$ cat config.mk
export PLATFORM = sky130hd
export DESIGN_NAME = audio_adc_rx
export DESIGN_NICKNAME = d
export VERILOG_FILES = /design/src/rtl/audio_pkg.sv /design/src/rtl/audio_sync_edge.sv /design/src/rtl/audio_adc_rx.sv
export SDC_FILE = /design/constraint.sdc
export NUM_CORES = 1
export LEC_CHECK = 0
export ABC_AREA = 1
export ABC_CLOCK_PERIOD_IN_PS = 5180
export BUFFER_PORTS_ARGS = -buffer_cell sky130_fd_sc_hd__buf_2
export CAP_MARGIN = 20
export CORE_MARGIN = 2
export CORE_UTILIZATION = 54
export DETAILED_ROUTE_END_ITERATION = 6
export GPL_TIMING_DRIVEN = 0
export PLACE_DENSITY = 0.81
export SLEW_MARGIN = 20
export SYNTH_ARGS = -nofsm -noshare
export SYNTH_HDL_FRONTEND = slang
export SYNTH_HIERARCHICAL = 1
export SYNTH_SLANG_ARGS = --single-unit
export TNS_END_PERCENT = 50
$ cat constraint.sdc
create_clock -name sys_clk -period 5.18 [get_ports sys_clk]
set_input_delay 0.777 -clock sys_clk [delete_from_list [all_inputs] [get_ports sys_clk]]
set_output_delay 0.777 -clock sys_clk [all_outputs]
set_load 0.01 [all_outputs]
$ cat src/rtl/audio_pkg.sv
// Shared definitions for the codec serial audio ports (ADC receiver and DAC transmitter).
package audio_pkg;

   localparam int   AUDIO_DATA_WIDTH = 24;
   localparam logic LEFT_LRC         = 1'b0;
   localparam logic RIGHT_LRC        = 1'b1;

   typedef enum logic [1:0] {
      ST_SYNC  = 2'd0,
      ST_LEFT  = 2'd1,
      ST_RIGHT = 2'd2
   } frame_state_e;

   function automatic logic [7:0] sat_inc8(input logic [7:0] v);
      return (v == 8'hFF) ? 8'hFF : v + 8'd1;
   endfunction

endpackage

$ cat src/rtl/audio_sync_edge.sv
// Multi-stage synchronizer with registered rising-edge detect on edge_i; data_i is
// synchronized alongside and delayed one extra flop so it lines up with rise_o.
module audio_sync_edge #(
   parameter int SYNC_STAGES = 2,
   parameter int WIDTH       = 1
) (
   input  logic             clk_i,
   input  logic             rst_n_i,
   input  logic             edge_i,
   input  logic [WIDTH-1:0] data_i,
   output logic [WIDTH-1:0] data_o,
   output logic             rise_o
);

   logic [SYNC_STAGES-1:0] edge_sync_q;
   logic [WIDTH-1:0]       data_sync_q [SYNC_STAGES];
   logic                   edge_dly_q;
   logic                   rise_q;
   logic [WIDTH-1:0]       data_dly_q;

   // Synchronizer chains, edge-detect delay flop and aligned data stage.
   always_ff @(posedge clk_i) begin
      if (!rst_n_i) begin
         edge_sync_q <= '0;
         for (int i = 0; i < SYNC_STAGES; i++) begin
            data_sync_q[i] <= '0;
         end
         edge_dly_q <= 1'b0;
         rise_q     <= 1'b0;
         data_dly_q <= '0;
      end else begin
         edge_sync_q    <= {edge_sync_q[SYNC_STAGES-2:0], edge_i};
         data_sync_q[0] <= data_i;
         for (int i = 1; i < SYNC_STAGES; i++) begin
            data_sync_q[i] <= data_sync_q[i-1];
         end
         edge_dly_q <= edge_sync_q[SYNC_STAGES-1];
         rise_q     <= edge_sync_q[SYNC_STAGES-1] & ~edge_dly_q;
         data_dly_q <= data_sync_q[SYNC_STAGES-1];
      end
   end

   assign rise_o = rise_q;
   assign data_o = data_dly_q;

endmodule

$ cat src/rtl/audio_adc_rx.sv
// I2S receive deserializer for the codec ADC path; delivers left/right pairs over valid/ready.
// Define AUDIO_ADC_RX_OVERRUN_EN to build the sticky overrun flag; otherwise overrun is tied low.
module audio_adc_rx
   import audio_pkg::*;
#(
   parameter int DATA_WIDTH  = AUDIO_DATA_WIDTH,
   parameter int SYNC_STAGES = 2
) (
   input  logic                  sys_clk,
   input  logic                  sys_rst_n,
   input  logic                  bclk,
   input  logic                  adclrc,
   input  logic                  adcdat,
   output logic [DATA_WIDTH-1:0] data_left,
   output logic [DATA_WIDTH-1:0] data_right,
   output logic                  sample_valid,
   input  logic                  sample_ready,
   output logic                  overrun,
   input  logic                  overrun_clr
);

   logic [1:0]            lrc_dat_s;
   logic                  bclk_rise_s;
   logic                  lrc_s;
   logic                  dat_s;
   logic                  lrc_chg_s;
   logic                  publish_s;
   logic                  transfer_s;
   logic [7:0]            bit_idx_d;

   frame_state_e          state_q;
   logic                  prev_lrc_q;
   logic [7:0]            bit_idx_q;
   logic [DATA_WIDTH-1:0] word_q;
   logic [DATA_WIDTH-1:0] left_word_q;
   logic [DATA_WIDTH-1:0] data_left_q;
   logic [DATA_WIDTH-1:0] data_right_q;
   logic                  valid_q;

   audio_sync_edge #(
      .SYNC_STAGES (SYNC_STAGES),
      .WIDTH       (2)
   ) u_sync (
      .clk_i   (sys_clk),
      .rst_n_i (sys_rst_n),
      .edge_i  (bclk),
      .data_i  ({adcdat, adclrc}),
      .data_o  (lrc_dat_s),
      .rise_o  (bclk_rise_s)
   );

   assign lrc_s      = lrc_dat_s[0];
   assign dat_s      = lrc_dat_s[1];
   assign lrc_chg_s  = bclk_rise_s && (lrc_s != prev_lrc_q);
   assign publish_s  = lrc_chg_s && (state_q == ST_RIGHT);
   assign transfer_s = valid_q && sample_ready;
   assign bit_idx_d  = sat_inc8(bit_idx_q);

   // Frame FSM, bit capture and output pair registers with the valid/ready handshake.
   always_ff @(posedge sys_clk) begin
      if (!sys_rst_n) begin
         state_q      <= ST_SYNC;
         prev_lrc_q   <= LEFT_LRC;
         bit_idx_q    <= 8'd0;
         word_q       <= '0;
         left_word_q  <= '0;
         data_left_q  <= '0;
         data_right_q <= '0;
         valid_q      <= 1'b0;
      end else begin
         if (transfer_s) begin
            valid_q <= 1'b0;
         end
         if (bclk_rise_s) begin
            prev_lrc_q <= lrc_s;
            if (lrc_chg_s) begin
               // The change edge carries the I2S delay bit, so its data is dropped.
               bit_idx_q <= 8'd0;
               word_q    <= '0;
               case (state_q)
                  ST_SYNC: begin
                     if (lrc_s == LEFT_LRC) begin
                        state_q <= ST_LEFT;
                     end
                  end
                  ST_LEFT: begin
                     left_word_q <= word_q;
                     state_q     <= ST_RIGHT;
                  end
                  ST_RIGHT: begin
                     data_left_q  <= left_word_q;
                     data_right_q <= word_q;
                     valid_q      <= 1'b1;
                     state_q      <= ST_LEFT;
                  end
                  default: begin
                     state_q <= ST_SYNC;
                  end
               endcase
            end else begin
               bit_idx_q <= bit_idx_d;
               // Index k lands at bit DATA_WIDTH-k, so short words stay left-aligned.
               for (int i = 0; i < DATA_WIDTH; i++) begin
                  if (bit_idx_d == 8'(DATA_WIDTH - i)) begin
                     word_q[i] <= dat_s;
                  end
               end
            end
         end
      end
   end

`ifdef AUDIO_ADC_RX_OVERRUN_EN
   logic overrun_q;

   // Sticky overrun on a publish over an unaccepted pair; set beats clear.
   always_ff @(posedge sys_clk) begin
      if (!sys_rst_n) begin
         overrun_q <= 1'b0;
      end else if (publish_s && valid_q && !sample_ready) begin
         overrun_q <= 1'b1;
      end else if (overrun_clr) begin
         overrun_q <= 1'b0;
      end
   end

   assign overrun = overrun_q;
`else
   assign overrun = 1'b0 & overrun_clr & publish_s;
`endif

   assign data_left    = data_left_q;
   assign data_right   = data_right_q;
   assign sample_valid = valid_q;

endmodule
======== Yosys cells after proc, flatten, opt, wreduce, memory -nomap -nowiden ========
Memories as Yosys holds them, arrays and structs flattened. A register that Yosys moved wholly into a read port is not among the register bits.
Cells that the tools add are included.
word-level totals
  input bits .............................. 7
  memory bits (writable) .................. 4
  output and inout port bits .............. 50
  bits in registers ....................... 112
  logic and storage cells ................. 161
  memories ................................ 1
memories
  memory              depth  width  rd ports  clocked after memory_dff  write ports  line                   RTL
  u_sync.data_sync_q  2      2      2         1                         2            audio_sync_edge.sv:16  logic [WIDTH-1:0] data_sync_q [SYNC_STAGES];
operators by class
  eq/ne operators ......................... 29
  bitwise gates (word level) .............. 4
  reductions and logical operators ........ 55
  add/subtract/negate cells ............... 1
  mux-type cells .......................... 37
operators with widths
  cell                                                                    count
  8-bit by 5-bit equality test with 1-bit output (second input constant)  9
  8-bit by 4-bit equality test with 1-bit output (second input constant)  8
  2-bit AND reduction                                                     24
  2-bit nonzero test                                                      24
  8-bit by 3-bit equality test with 1-bit output (second input constant)  4
  1-bit two-way mux                                                       30
  24-bit two-way mux                                                      1
  8-bit by 2-bit equality test with 1-bit output (second input constant)  2
  8-bit two-way mux                                                       2
  3-bit AND reduction                                                     3
  8-bit by 1-bit adder with 8-bit output (second input constant)          1
  8-bit by 1-bit equality test with 1-bit output (second input constant)  1
  8-bit equality test (second input constant)                             1
  2-bit two-way mux                                                       3
  2-bit case mux with 3 select lines                                      1
  2-bit by 1-bit equality test with 1-bit output (second input constant)  1
  2-bit equality test (second input constant)                             1
  1-bit logical AND                                                       2
  2-bit logical NOT                                                       1
  2-bit inequality test (second input constant)                           1
  1-bit OR                                                                2
  1-bit AND                                                               1
  1-bit logical NOT                                                       1
  1-bit inequality test                                                   1
  1-bit NOT                                                               1

======== Depth between registers and ports, before layout ========
Gate-level depths: netlist (run 1).
  depth in word-level cells ............... 5
  gate-level depth with buffers ........... 12
  mapped depth without buffers ............ 11

======== Modules after synthesis ========
The synthesis (run 1) kept the hierarchy.
modules (own cells, without submodules)
  module           seq. area each (µm²)  area each (µm²)  times used  cells an instance
  audio_adc_rx     2162.1                4534.3           1           637
  audio_sync_edge  200.2                 292.8            1           30

======== Least setup slack after synthesis (run 1) ========
OpenSTA, ideal clock, no wires.
  kind .................................... register to register
  start ................................... register bit_idx_q[0]
  end ..................................... register word_q[21]
  path slack .............................. 3.425 ns
  data required time ...................... 5.116 ns
  setup time .............................. 0.064 ns
  arrival time ............................ 1.691 ns
  buffers on the path ..................... 1
  cell stages (with the launch flop) ...... 12
  path through ............................ dfxtp_1 -> ha_1 -> nand2_1 -> nor2_2 -> nand2_2 -> buf_6 -> nand2_1 -> nand3_1 -> nor2_2 -> nand3_1 -> and2_1 -> nor2_1
between the ends
  longest elaborated chain between the ends .. 5
  elaborated cells on any way between the ends .. 6
  classes of those cells .................. add/sub (1); eq/ne (2); mux (1); reduce/logical (2)
RTL lines
  element                                                                               line                 RTL
  start: declaration                                                                    audio_adc_rx.sv:33   logic [7:0] bit_idx_q;
  start signal: assignment                                                              audio_adc_rx.sv:101  bit_idx_q <= bit_idx_d;
  8-bit by 1-bit adder with 8-bit output / 8-bit equality test (equally long branches)  audio_pkg.sv:15      return (v == 8'hFF) ? 8'hFF : v + 8'd1;
  8-bit two-way mux *                                                                   audio_pkg.sv:15
  8-bit by 2-bit equality test with 1-bit output *                                      audio_adc_rx.sv:104  if (bit_idx_d == 8'(DATA_WIDTH - i)) begin
  2-bit nonzero test (no line) *                                                        --
  2-bit AND reduction (no line) *                                                       --
  end signal: indexed assignment                                                        audio_adc_rx.sv:105  word_q[i] <= dat_s;
  end: declaration                                                                      audio_adc_rx.sv:34   logic [DATA_WIDTH-1:0] word_q;
Mark *: on every way between the ends. The rest lies on a longest branch, timed or not.
A chain may end at the register's enable or synchronous reset.

======== Worst setup path in the final report (run 1) ========
  start ................................... register u_sync.data_dly_q[0] (netlist: u_sync/data_o[0]), read port of u_sync.data_sync_q
  end ..................................... register data_left_q[8] (netlist: data_left[8])
between the ends
  longest elaborated chain between the ends .. 3
RTL lines
  element                        line                   RTL
  start: declaration             audio_sync_edge.sv:19  logic [WIDTH-1:0] data_dly_q;
  1-bit inequality test          audio_adc_rx.sv:54     assign lrc_chg_s = bclk_rise_s && (lrc_s != prev_lrc_q);
  1-bit logical AND              audio_adc_rx.sv:54
  3-bit AND reduction (no line)  --
  end signal: assignment         audio_adc_rx.sv:91     data_left_q <= left_word_q;
  end: declaration               audio_adc_rx.sv:36     logic [DATA_WIDTH-1:0] data_left_q;
Every way passes these cells.

==> results of run 1 <==
-- flip-flops by register name (all words and copies together), names as in the netlist --
signal              count
sample_valid            1
prev_lrc_q              1
word_q                 24
left_word_q            24
u_sync/data_o           2
bit_idx_q               8
u_sync/edge_dly_q       1
data_left              24
u_sync/data_sync_q      4
state_q                 2
data_right             24
u_sync/edge_sync_q      2
u_sync/rise_o           1
-- power groups by stage --
stage / Clock (mW) / Sequential, mW / Combinational, mW
floorplan: 0 / 0.933 / 0.0330
global placement: 0 / 0.934 / 0.0439
detailed placement: 0 / 0.934 / 0.0448
CTS: 1.16 / 0.914 / 0.0461
global route: 1.20 / 0.914 / 0.0528
finish: 1.15 / 0.914 / 0.0467
-- layer usage --
layer / GRT usage (%) / vias to the layer above / part of all wire [%]
li1: - / 2243 / -
met1: 27.6 / 2026 / 42
met2: 41.8 / 157 / 50
met3: 5.32 / 31 / 5.8
met4: 9.91 / 0 / 2.3
met5: 0 / - / 0
-- area by class of cell --
| class | instances | area, um^2 |
|---|---|---|
| multi-input cells | 482 | 2140 |
| fillers | 713 | 2870 |
| inverters | 29 | 109 |
| repair buffers | 53 | 265 |
| plain buffers | 38 | 220 |
| flip-flops and latches | 118 | 2360 |
| well taps | 108 | 135 |
| clock inverters | 14 | 168 |
| clock buffers | 18 | 418 |
-- synthesized netlist by cell type (2+ instances only) --
cell	number	area, um^2
nor2_2	6	37.5
nand4_1	6	37.5
and2_1	3	18.8
a21oi_1	10	50.1
ha_1	3	37.5
dfxtp_1	118	2360
nand3_2	9	90.1
buf_6	5	56.3
buf_4	9	67.6
buf_2	4	20.0
inv_1	27	101
nand2_1	121	454
nand3_1	26	130
nand2_2	4	25.0
clkbuf_1	17	63.8
nor2_4	3	33.8
o21ai_0	73	365
buf_1	2	7.51
nor2_1	210	788
-- critical path, stage by stage, from the launching register on --
cell and delay, ns:
dfxtp_1 0.40, xor2_1 0.24, nand2_2 0.20, nor2_2 0.15
nand2_1 0.15, clkbuf_2 0.23, clkbuf_1 0.22, o21ai_0 0.26
nor2_1 0.10
-- how the worst min path moves through the flow --
| stage | startpoint | endpoint | depth (start not counted) |
|---|---|---|---|
| after global routing | u_sync/edge_dly_q | u_sync/rise_o | 1 |
| after global placement | u_sync/edge_dly_q | u_sync/rise_o | 1 |
| after CTS | u_sync/edge_dly_q | u_sync/rise_o | 1 |
| after detailed placement | u_sync/edge_dly_q | u_sync/rise_o | 1 |
| after floorplan | u_sync/edge_dly_q | u_sync/rise_o | 1 |
| final | u_sync/edge_dly_q | u_sync/rise_o | 1 |
-- stage by stage --
stage	utilization, %	hold slack [ns]	total power, mW	cells	setup slack, ns
after floorplan	-	0.381	0.966	667	3.43
after global placement	60.2	0.388	0.977	828	2.96
after detailed placement	60.2	0.387	0.979	828	2.96
after CTS	67.0	0.396	2.12	860	3.13
after global routing	67.0	0.408	2.17	860	2.94
final	67.0	0.394	2.11	860	3.11
-- kinds of logic (layout without fill, tap and decap cells) --
group | count (synthesis) | after routing | synth area share, %
DFF | 118 | 118 | 48.9
buffers and inverters | 67 | 152 | 6.82
other | 1 | 1 | 0.0777
AOI/OAI and AO/OA | 85 | 85 | 8.86
xor gates and xnor gates | 2 | 2 | 0.363
adders and majority gates | 3 | 3 | 0.778
and+or+nand+nor | 391 | 391 | 34.2
==> flow_summary_export.csv, run 1 <==
group,metric,value,unit
die,die_h,98.5,um
clock_network,holdBufCountCts,0,
clock_network,cts.sinks,118,
logic_synthesis,synth_edf_count,0,
logic_synthesis,syn_avg_cell_area,7.24,um^2
die,io_pins,57,
place,port_buffers,53,
global_routing,grt_first_pass_wirelength,18.7,mm
setup_path,r2r_cells,8,
drt,vias,4457,
cells_and_area,layout_commonest_cell,"nor2_1",
clock_network,tritoncts,"built",
logic_synthesis,synth_cell_types,30,
die,dieArea,9710,um^2
global_routing,antenna_found_initial,0,
timing,max_slew_margin,64.2,%
power_and_ir_drop,ir_worst_vdd,0.258,mV
setup_path,critPathKind,"reg -> reg",
power_and_ir_drop,clkPwrFrac,54.5,%
power_and_ir_drop,seqPwrFrac,43.3,%
clock_network,htreeDepth,4,
timing,max_freq,483,MHz
logic_synthesis,synth-async-reset-ratio,0,%
power_and_ir_drop,switching_share,22.9,%
setup_path,required,5.57,ns
logic_synthesis,synth_nets,677,
drt,drtAntennaViolNets,0,
timing,drv_slew,0,
drt,wirelength,11.2,mm
power_and_ir_drop,switching_power,483,uW
clock_network,clockBufferDepth,2,
drt,drt-vias-per-instance,5.18,
global_routing,grt_pass1_vias,4203,
die,start_util,55.6,%
logic_synthesis,syn-instance-count,667,
setup_path,reg2reg_slack,3.11,ns
cells_and_area,layout_common_cells,"nor2_1 (210), nand2_1 (121), dfxtp_1 (118)",
setup_path,crit-reg2reg-launch,"u_sync/data_o[0]",
hold_path,hp-class,"reg -> reg",
setup_path,critPathArrivalTime,2.46,ns
global_routing,grt_overflow,0,
timing,layout_min_cycle_time,2.07,ns
setup_path,cp-start-kind,"flop",
clock_network,cts-resized-gates,0,
flow_run,maxCapViolations,0,
cells_and_area,antenna_cells,0,
cells_and_area,syn_to_final_growth,20.4,%
die,die_x,98.5,um
clock_network,post-cts-setup-buffer-count,0,
timing,hold_viol,0,
power_and_ir_drop,power.leakage,2.66,nW
place,postPlaceCellArea,5230,um^2
timing,setup_viol,0,
drt,drc,0,
place,gp_congestion,0.893,
cells_and_area,drive_above_1_share,17.0,%
logic_synthesis,netlist_area,4830,um^2
timing,finalClockSkew,0.00755,ns
die,core-area,8680,um^2
drt,wire_per_inst,13.0,um
clock_network,path_clk_slew,0.06,ns
timing,rsz0062_at_grt,"false",
timing,worst_pin_slew,0.535,ns
power_and_ir_drop,power_density,363,nW/um^2
timing,fin_crit_sh,40.0,%
logic_synthesis,ys_seq_area_share,48.9,%
setup_path,r2r-end,"data_left[8]",
global_routing,grt_use_total,23.6,%
logic_synthesis,synth_ff_type,"dfxtp_1",
setup_path,worstSetupEndpoint,"data_left[8]",
cells_and_area,final_area,5810,um^2
power_and_ir_drop,p_int,1.63,mW
power_and_ir_drop,power_frac_comb,2.2,%
logic_synthesis,yosysWarnings,6,
global_routing,grt_max_degree,17,
setup_path,worst_setup_path_end_kind,"flop",
clock_network,cts-root-buf,"clkbuf_8",
logic_synthesis,synth_seq_cells,118,
place,dpl.hpwl,7.86,mm
clock_network,clock_latency,0.52,ns
setup_path,critPathMaxFanout,10,
setup_path,cp-startpoint,"u_sync/data_o[0]",
clock_network,cts_made_buffers,17,
die,rows,34,
drt,dr.pass1.iters,5,
timing,tns,0,ns
status,status,"complete, no violations",
drt,drtIter0Drc,283,
cells_and_area,fin_nets,749,
Note: power is estimated with default switching activity, not from simulation.
==> run 2: changes to the inputs <==
Settings changed: ABC_CLOCK_PERIOD_IN_PS 5180 to 1900, CORE_UTILIZATION 54 to 52.
Clock period 5.18 ns to 1.9 ns, I/O delays scaled along.
==> run 2 against run 1 <==
First-iteration DRC count grew 21%. Wire length grew 4.1%. Sequential power grew to 2.7 times the previous value. Die area grew 3.7%. Count of clock-buffer cells in the layout is the same. Via count grew 3.2%. Combinational power grew to 3.0 times the previous value. Utilization shrank 0.94 points. Highest routed layer unchanged.
==> flow_summary_export.csv, run 2 (synthesized netlist as in run 1, its figures left out) <==
group,metric,value,unit
power_and_ir_drop,switching_share,23.1,%
setup_path,critPathMaxFanout,10,
hold_path,hold_depth,4,
setup_path,crit-reg2reg-launch,"bit_idx_q[0]",
drt,drtIter0Drc,343,
setup_path,reg2reg_slack,0.08,ns
setup_path,required,2.37,ns
cells_and_area,ff_latch_area,2370,um^2
drt,dr.pass1.iters,7,
clock_network,tritoncts,"built",
global_routing,grt_use_total,23.3,%
cells_and_area,nFillCells,714,
cells_and_area,syn_to_final_growth,24.6,%
power_and_ir_drop,switching_power,1.34,mW
power_and_ir_drop,p_int,4.43,mW
drt,drt-vias-per-instance,5.25,
cells_and_area,layout_commonest_cell,"nor2_1",
setup_path,cp-start-kind,"flop",
global_routing,grt_first_pass_wirelength,18.5,mm
clock_network,path_clk_slew,0.06,ns
cells_and_area,fin_nets,762,
power_and_ir_drop,power_density,959,nW/um^2
global_routing,grt_overflow,0,
timing,fin_crit_sh,95.7,%
drt,drtAntennaViolNets,0,
drt,wire_per_inst,13.3,um
setup_path,r2r-end,"word_q[20]",
cells_and_area,final_area,6020,um^2
place,placed_cells_incl_taps,831,
global_routing,antenna_found_initial,0,
timing,layout_min_cycle_time,1.82,ns
flow_run,maxCapViolations,0,
setup_path,cpMaxStageDelayCell,"dfxtp_4",
place,gp_congestion,0.953,
setup_path,slowest_delay,0.38,ns
clock_network,clock_latency,0.53,ns
cells_and_area,antenna_cells,0,
timing,hold_viol,0,
drt,drc,0,
drt,wirelength,11.7,mm
clock_network,cts_made_buffers,17,
setup_path,r2r_cells,11,
global_routing,grt_max_degree,17,
die,start_util,53.0,%
place,dpl.hpwl,7.83,mm
setup_path,critPathArrivalTime,2.29,ns
power_and_ir_drop,seqPwrFrac,43.2,%
power_and_ir_drop,power.leakage,2.72,nW
timing,setup_viol,0,
clock_network,htreeDepth,4,
timing,worst_pin_slew,0.573,ns
drt,vias,4599,
power_and_ir_drop,power_frac_comb,2.4,%
clock_network,cts-root-buf,"clkbuf_8",
timing,finalClockSkew,0.00634,ns
cells_and_area,fin_cells,876,
power_and_ir_drop,clkPwrFrac,54.4,%
die,die_h,100,um
timing,max_freq,550,MHz
status,status,"complete, no violations",
hold_path,hp-class,"in -> reg",
clock_network,clockBufferDepth,2,
global_routing,grt_pass1_vias,4135,
timing,rsz0062_at_grt,"true",
place,port_buffers,53,
clock_network,cts.sinks,118,
die,rows,35,
hold_path,min_from,"sample_ready",
setup_path,worstPathCellList,"ha_4 > nand2_1 > nor2_2 > nand2_2 > buf_6 > nand4_1 > nor2_2 > nand3_1 > nand2_1 > nand2_1 > nor2_1",
setup_path,worst_setup_path_end_kind,"flop",
timing,drv_slew,0,
hold_path,whs_endpoint,"sample_valid",
cells_and_area,multi_input_area,2220,um^2
place,postPlaceCellArea,5230,um^2
cells_and_area,layout_common_cells,"nor2_1 (206), nand2_1 (119), dfxtp_1 (115)",
die,dieArea,10100,um^2
timing,holdWs,0.00351,ns
setup_path,critPathKind,"reg -> reg",
setup_path,path_common_cell,"nand2_1",
timing,max_slew_margin,61.8,%
cells_and_area,drive_above_1_share,20.0,%
power_and_ir_drop,ir_worst_vdd,0.490,mV
die,io_pins,57,
die,die_x,100,um
die,core-area,9110,um^2
## run 2: worst max path at each step
stage	from	end	depth (start not counted)
after global routing	bit_idx_q[0]	word_q[20]	12
after global placement	bit_idx_q[0]	word_q[21]	11
after floorplan	bit_idx_q[0]	word_q[21]	11
after detailed placement	bit_idx_q[0]	word_q[21]	11
final	bit_idx_q[0]	word_q[20]	11
after CTS	u_sync/data_o[0]	data_left[11]	8
## run 2: layout make-up
type / instances / share of cell area, %
flip-flops and latches: 118 / 39.4
multi-input cells: 483 / 36.9
clock buffers: 18 / 6.95
repair buffers: 65 / 6.11
plain buffers: 38 / 3.72
clock inverters: 14 / 2.75
well taps: 111 / 2.31
inverters: 29 / 1.81
## run 2: stage by stage
stage / setup slack [ns] / power (mW) / TNS, ns / util, %
after global placement: -0.0474 / 2.67 / -0.343 / 57.4
after CTS: -0.00245 / 5.78 / -0.00245 / 64.6
after detailed placement: -0.0941 / 2.67 / -1.74 / 57.4
after floorplan: 0.145 / 2.63 / 0 / -
final: 0.0810 / 5.77 / 0 / 66.0
after global routing: -0.0577 / 5.92 / -0.432 / 66.0
## run 2: what timing repair did
action,in CTS,in global routing
resized for setup,6,28
hold buffers,5,0
hold endpoints to repair,9,0
setup buffers,2,5
pin swaps,3,4
cloned,0,1
setup endpoints to repair,63,70
## run 2: power by group through the flow
stage	clock (mW)	sequential, mW	combinational (mW)
2_1_floorplan	0	2.54	0.0900
3_3_place_gp	0	2.55	0.120
3_5_place_dp	0	2.55	0.124
4_1_cts	3.15	2.49	0.136
5_1_grt	3.27	2.49	0.157
6_report	3.14	2.49	0.139
## run 2: layer usage
| metal | track usage [%] | up-vias | routed length (um) |
|---|---|---|---|
| met5 | 0 | - | 0 |
| met3 | 6.34 | 36 | 553 |
| met2 | 40.2 | 158 | 5880 |
| met4 | 11.5 | 0 | 349 |
| met1 | 26.4 | 2122 | 4890 |
| li1 | - | 2283 | - |
## run 2: worst max-delay path, delay by kind of cell (launching register included)
family                   cells  cell delay (ns)
adder cells (fa/ha/maj)      1             0.17
AND/OR/NAND/NOR              9             1.06
flip-flops                   1             0.38
buffers and inverters        1             0.16
==> run 3: changes to the inputs <==
Settings changed: CORE_ASPECT_RATIO from default to 0.75.
==> run 3 against run 2 <==
The flow now finishes with violations (negative setup slack). Hold slack better by 0.048 ns. Sequential power about the same. Largest cell class unchanged. Highest routed layer unchanged. Utilization is 2.2 points higher. Critical endpoint is now word_q[17]. Largest power group unchanged. Register-to-register slack got worse by 0.096 ns. First-iteration DRC count rose by 51%.
==> flow_summary_export.csv, run 3 (synthesized netlist as in run 1, its figures left out) <==
group,metric,value,unit
status,status,"complete, but fails checks",
status,violations,"negative setup slack",
die,die_h,87.4,um
timing,layout_min_cycle_time,1.91,ns
cells_and_area,syn_to_final_growth,27.8,%
clock_network,tritoncts,"built",
timing,max_slew_margin,62.0,%
drt,wl_met1,5.45,mm
clock_network,clockBufferDepth,2,
global_routing,grt_use_total,25.5,%
drt,drt-vias-per-instance,5.15,
die,io_pins,57,
power_and_ir_drop,switching_share,20.8,%
cells_and_area,final_util,68.2,%
die,dieArea,10100,um^2
setup_path,worst_setup_path_end_kind,"flop",
setup_path,slowest_delay,0.39,ns
drt,drc,0,
drt,drtIter0Drc,518,
cells_and_area,fin_nets,764,
power_and_ir_drop,ir_worst_vdd,0.625,mV
cells_and_area,final_area,6170,um^2
timing,tns,-0.0146,ns
flow_run,maxCapViolations,0,
setup_path,critPathKind,"reg -> reg",
cells_and_area,multi_input_area,2270,um^2
drt,top_layer_used,"met4",
global_routing,grt_pass1_vias,4215,
clock_network,cts.sinks,118,
timing,drv_slew,0,
setup_path,reg2reg_slack,-0.01,ns
setup_path,worstPathCellList,"ha_4 > nand2_2 > nor2_2 > nand2_2 > clkbuf_16 > nand2_4 > nand3_4 > nor2_4 > nand3_1 > and2_1 > nor2_1",
place,gp_congestion,0.856,
place,port_buffers,53,
global_routing,grt_max_degree,17,
setup_path,cpMaxStageDelayCell,"dfxtp_4",
timing,hold_viol,0,
timing,max_freq,522,MHz
drt,dr_wl_met2,6.22,mm
drt,vias,4608,
die,core-area,9050,um^2
place,postPlaceCellArea,5250,um^2
power_and_ir_drop,power_density,976,nW/um^2
clock_network,path_clk_slew,0.05,ns
die,die_x,115,um
cells_and_area,layout_commonest_cell,"nor2_1",
global_routing,antenna_found_initial,0,
clock_network,htreeDepth,4,
drt,dr.pass1.iters,5,
power_and_ir_drop,power.leakage,2.78,nW
drt,wire_per_inst,14.3,um
hold_path,hp-class,"in -> reg",
drt,dr_wl_met3,962,um
setup_path,critPathMaxFanout,7,
die,rows,30,
clock_network,cts_made_buffers,17,
power_and_ir_drop,power_frac_comb,2.3,%
clock_network,clock_latency,0.41,ns
setup_path,required,2.25,ns
cells_and_area,layout_common_cells,"nor2_1 (205), nand2_1 (119), dfxtp_1 (114)",
setup_path,path_common_cell,"nand2_2",
cells_and_area,ff_latch_area,2370,um^2
cells_and_area,antenna_cells,0,
power_and_ir_drop,seqPwrFrac,41.4,%
global_routing,grt_first_pass_wirelength,19.7,mm
drt,drtAntennaViolNets,0,
drt,wirelength,12.8,mm
global_routing,grt_overflow,0,
timing,fin_crit_sh,101,%
clock_network,holdBufCountCts,0,
setup_path,cp-start-kind,"flop",
timing,worst_pin_slew,0.569,ns
power_and_ir_drop,switching_power,1.25,mW
setup_path,critPathArrivalTime,2.26,ns
cells_and_area,drive_above_1_share,22.4,%
place,dpl.hpwl,8.08,mm
power_and_ir_drop,clkPwrFrac,56.3,%
power_and_ir_drop,p_int,4.77,mW
timing,finalClockSkew,0.00599,ns
timing,setup_viol,1,
timing,setup_slack,-0.0146,ns
die,start_util,53.4,%
cells_and_area,nFillCells,713,
clock_network,cts-root-buf,"clkbuf_16",
## run 3: changes by cell type in the layout (fill, tap and decap cells not counted), sizes merged
cell         before  now
dlygate4sd3       5    0
inv              35   30
buf              80   84
bufinv            2    3
clkbuf           36   43
## run 3: repair_timing
item | in CTS | in global routing
pin swaps | 3 | 13
cloned | 1 | 1
setup endpoints to repair | 38 | 55
resized for setup | 4 | 45
buffers inserted | 1 | 12
## run 3: worst paths after layout
path | end | depth (start not counted) | from
max | word_q[17] | 11 | bit_idx_q[0]
min reg2reg | u_sync/rise_o | 1 | u_sync/edge_dly_q
max reg2reg | word_q[17] | 11 | bit_idx_q[0]
min | u_sync/data_sync_q[0][0] | 3 | adclrc
## run 3: power groups by stage
| stage | Sequential, mW | Combinational, mW | Clock (mW) |
|---|---|---|---|
| after floorplan | 2.54 | 0.0900 | 0 |
| after global placement | 2.55 | 0.120 | 0 |
| after detailed placement | 2.55 | 0.125 | 0 |
| after CTS | 2.49 | 0.128 | 3.41 |
| after global routing | 2.49 | 0.153 | 3.53 |
| final | 2.49 | 0.137 | 3.39 |
## run 3: final cells by class
| cell class | count | share of cell area, % |
|---|---|---|
| flip-flops and latches | 118 | 38.5 |
| multi-input cells | 483 | 36.8 |
| clock buffers | 22 | 8.01 |
| repair buffers | 67 | 6.29 |
| plain buffers | 38 | 3.73 |
| well taps | 128 | 2.60 |
| clock inverters | 10 | 2.29 |
| inverters | 29 | 1.80 |
## run 3: per-layer routing
layer	vias up	track usage, %
met5	-	0
met1	2112	32.6
met2	197	41.5
met4	0	8.21
met3	24	7.72
li1	2275	-
## run 3: metrics by stage
stage | worst slack, ns | total power [mW] | hold slack [ns] | std cells
global placement | -0.120 | 2.67 | 0.385 | 848
CTS | 0.00119 | 6.03 | 0.0381 | 882
floorplan | 0.145 | 2.63 | 0.378 | 667
global route | -0.108 | 6.17 | 0.0486 | 895
detailed placement | -0.155 | 2.67 | 0.401 | 848
finish | -0.0146 | 6.02 | 0.0518 | 895
## run 3: worst max-delay path: cells and delay by family, from the launching register on
family / cells / cell delay [ns]
DFF: 1 / 0.39
buffers and inverters: 1 / 0.18
adders and majority gates: 1 / 0.17
and+or+nand+nor: 9 / 1.10
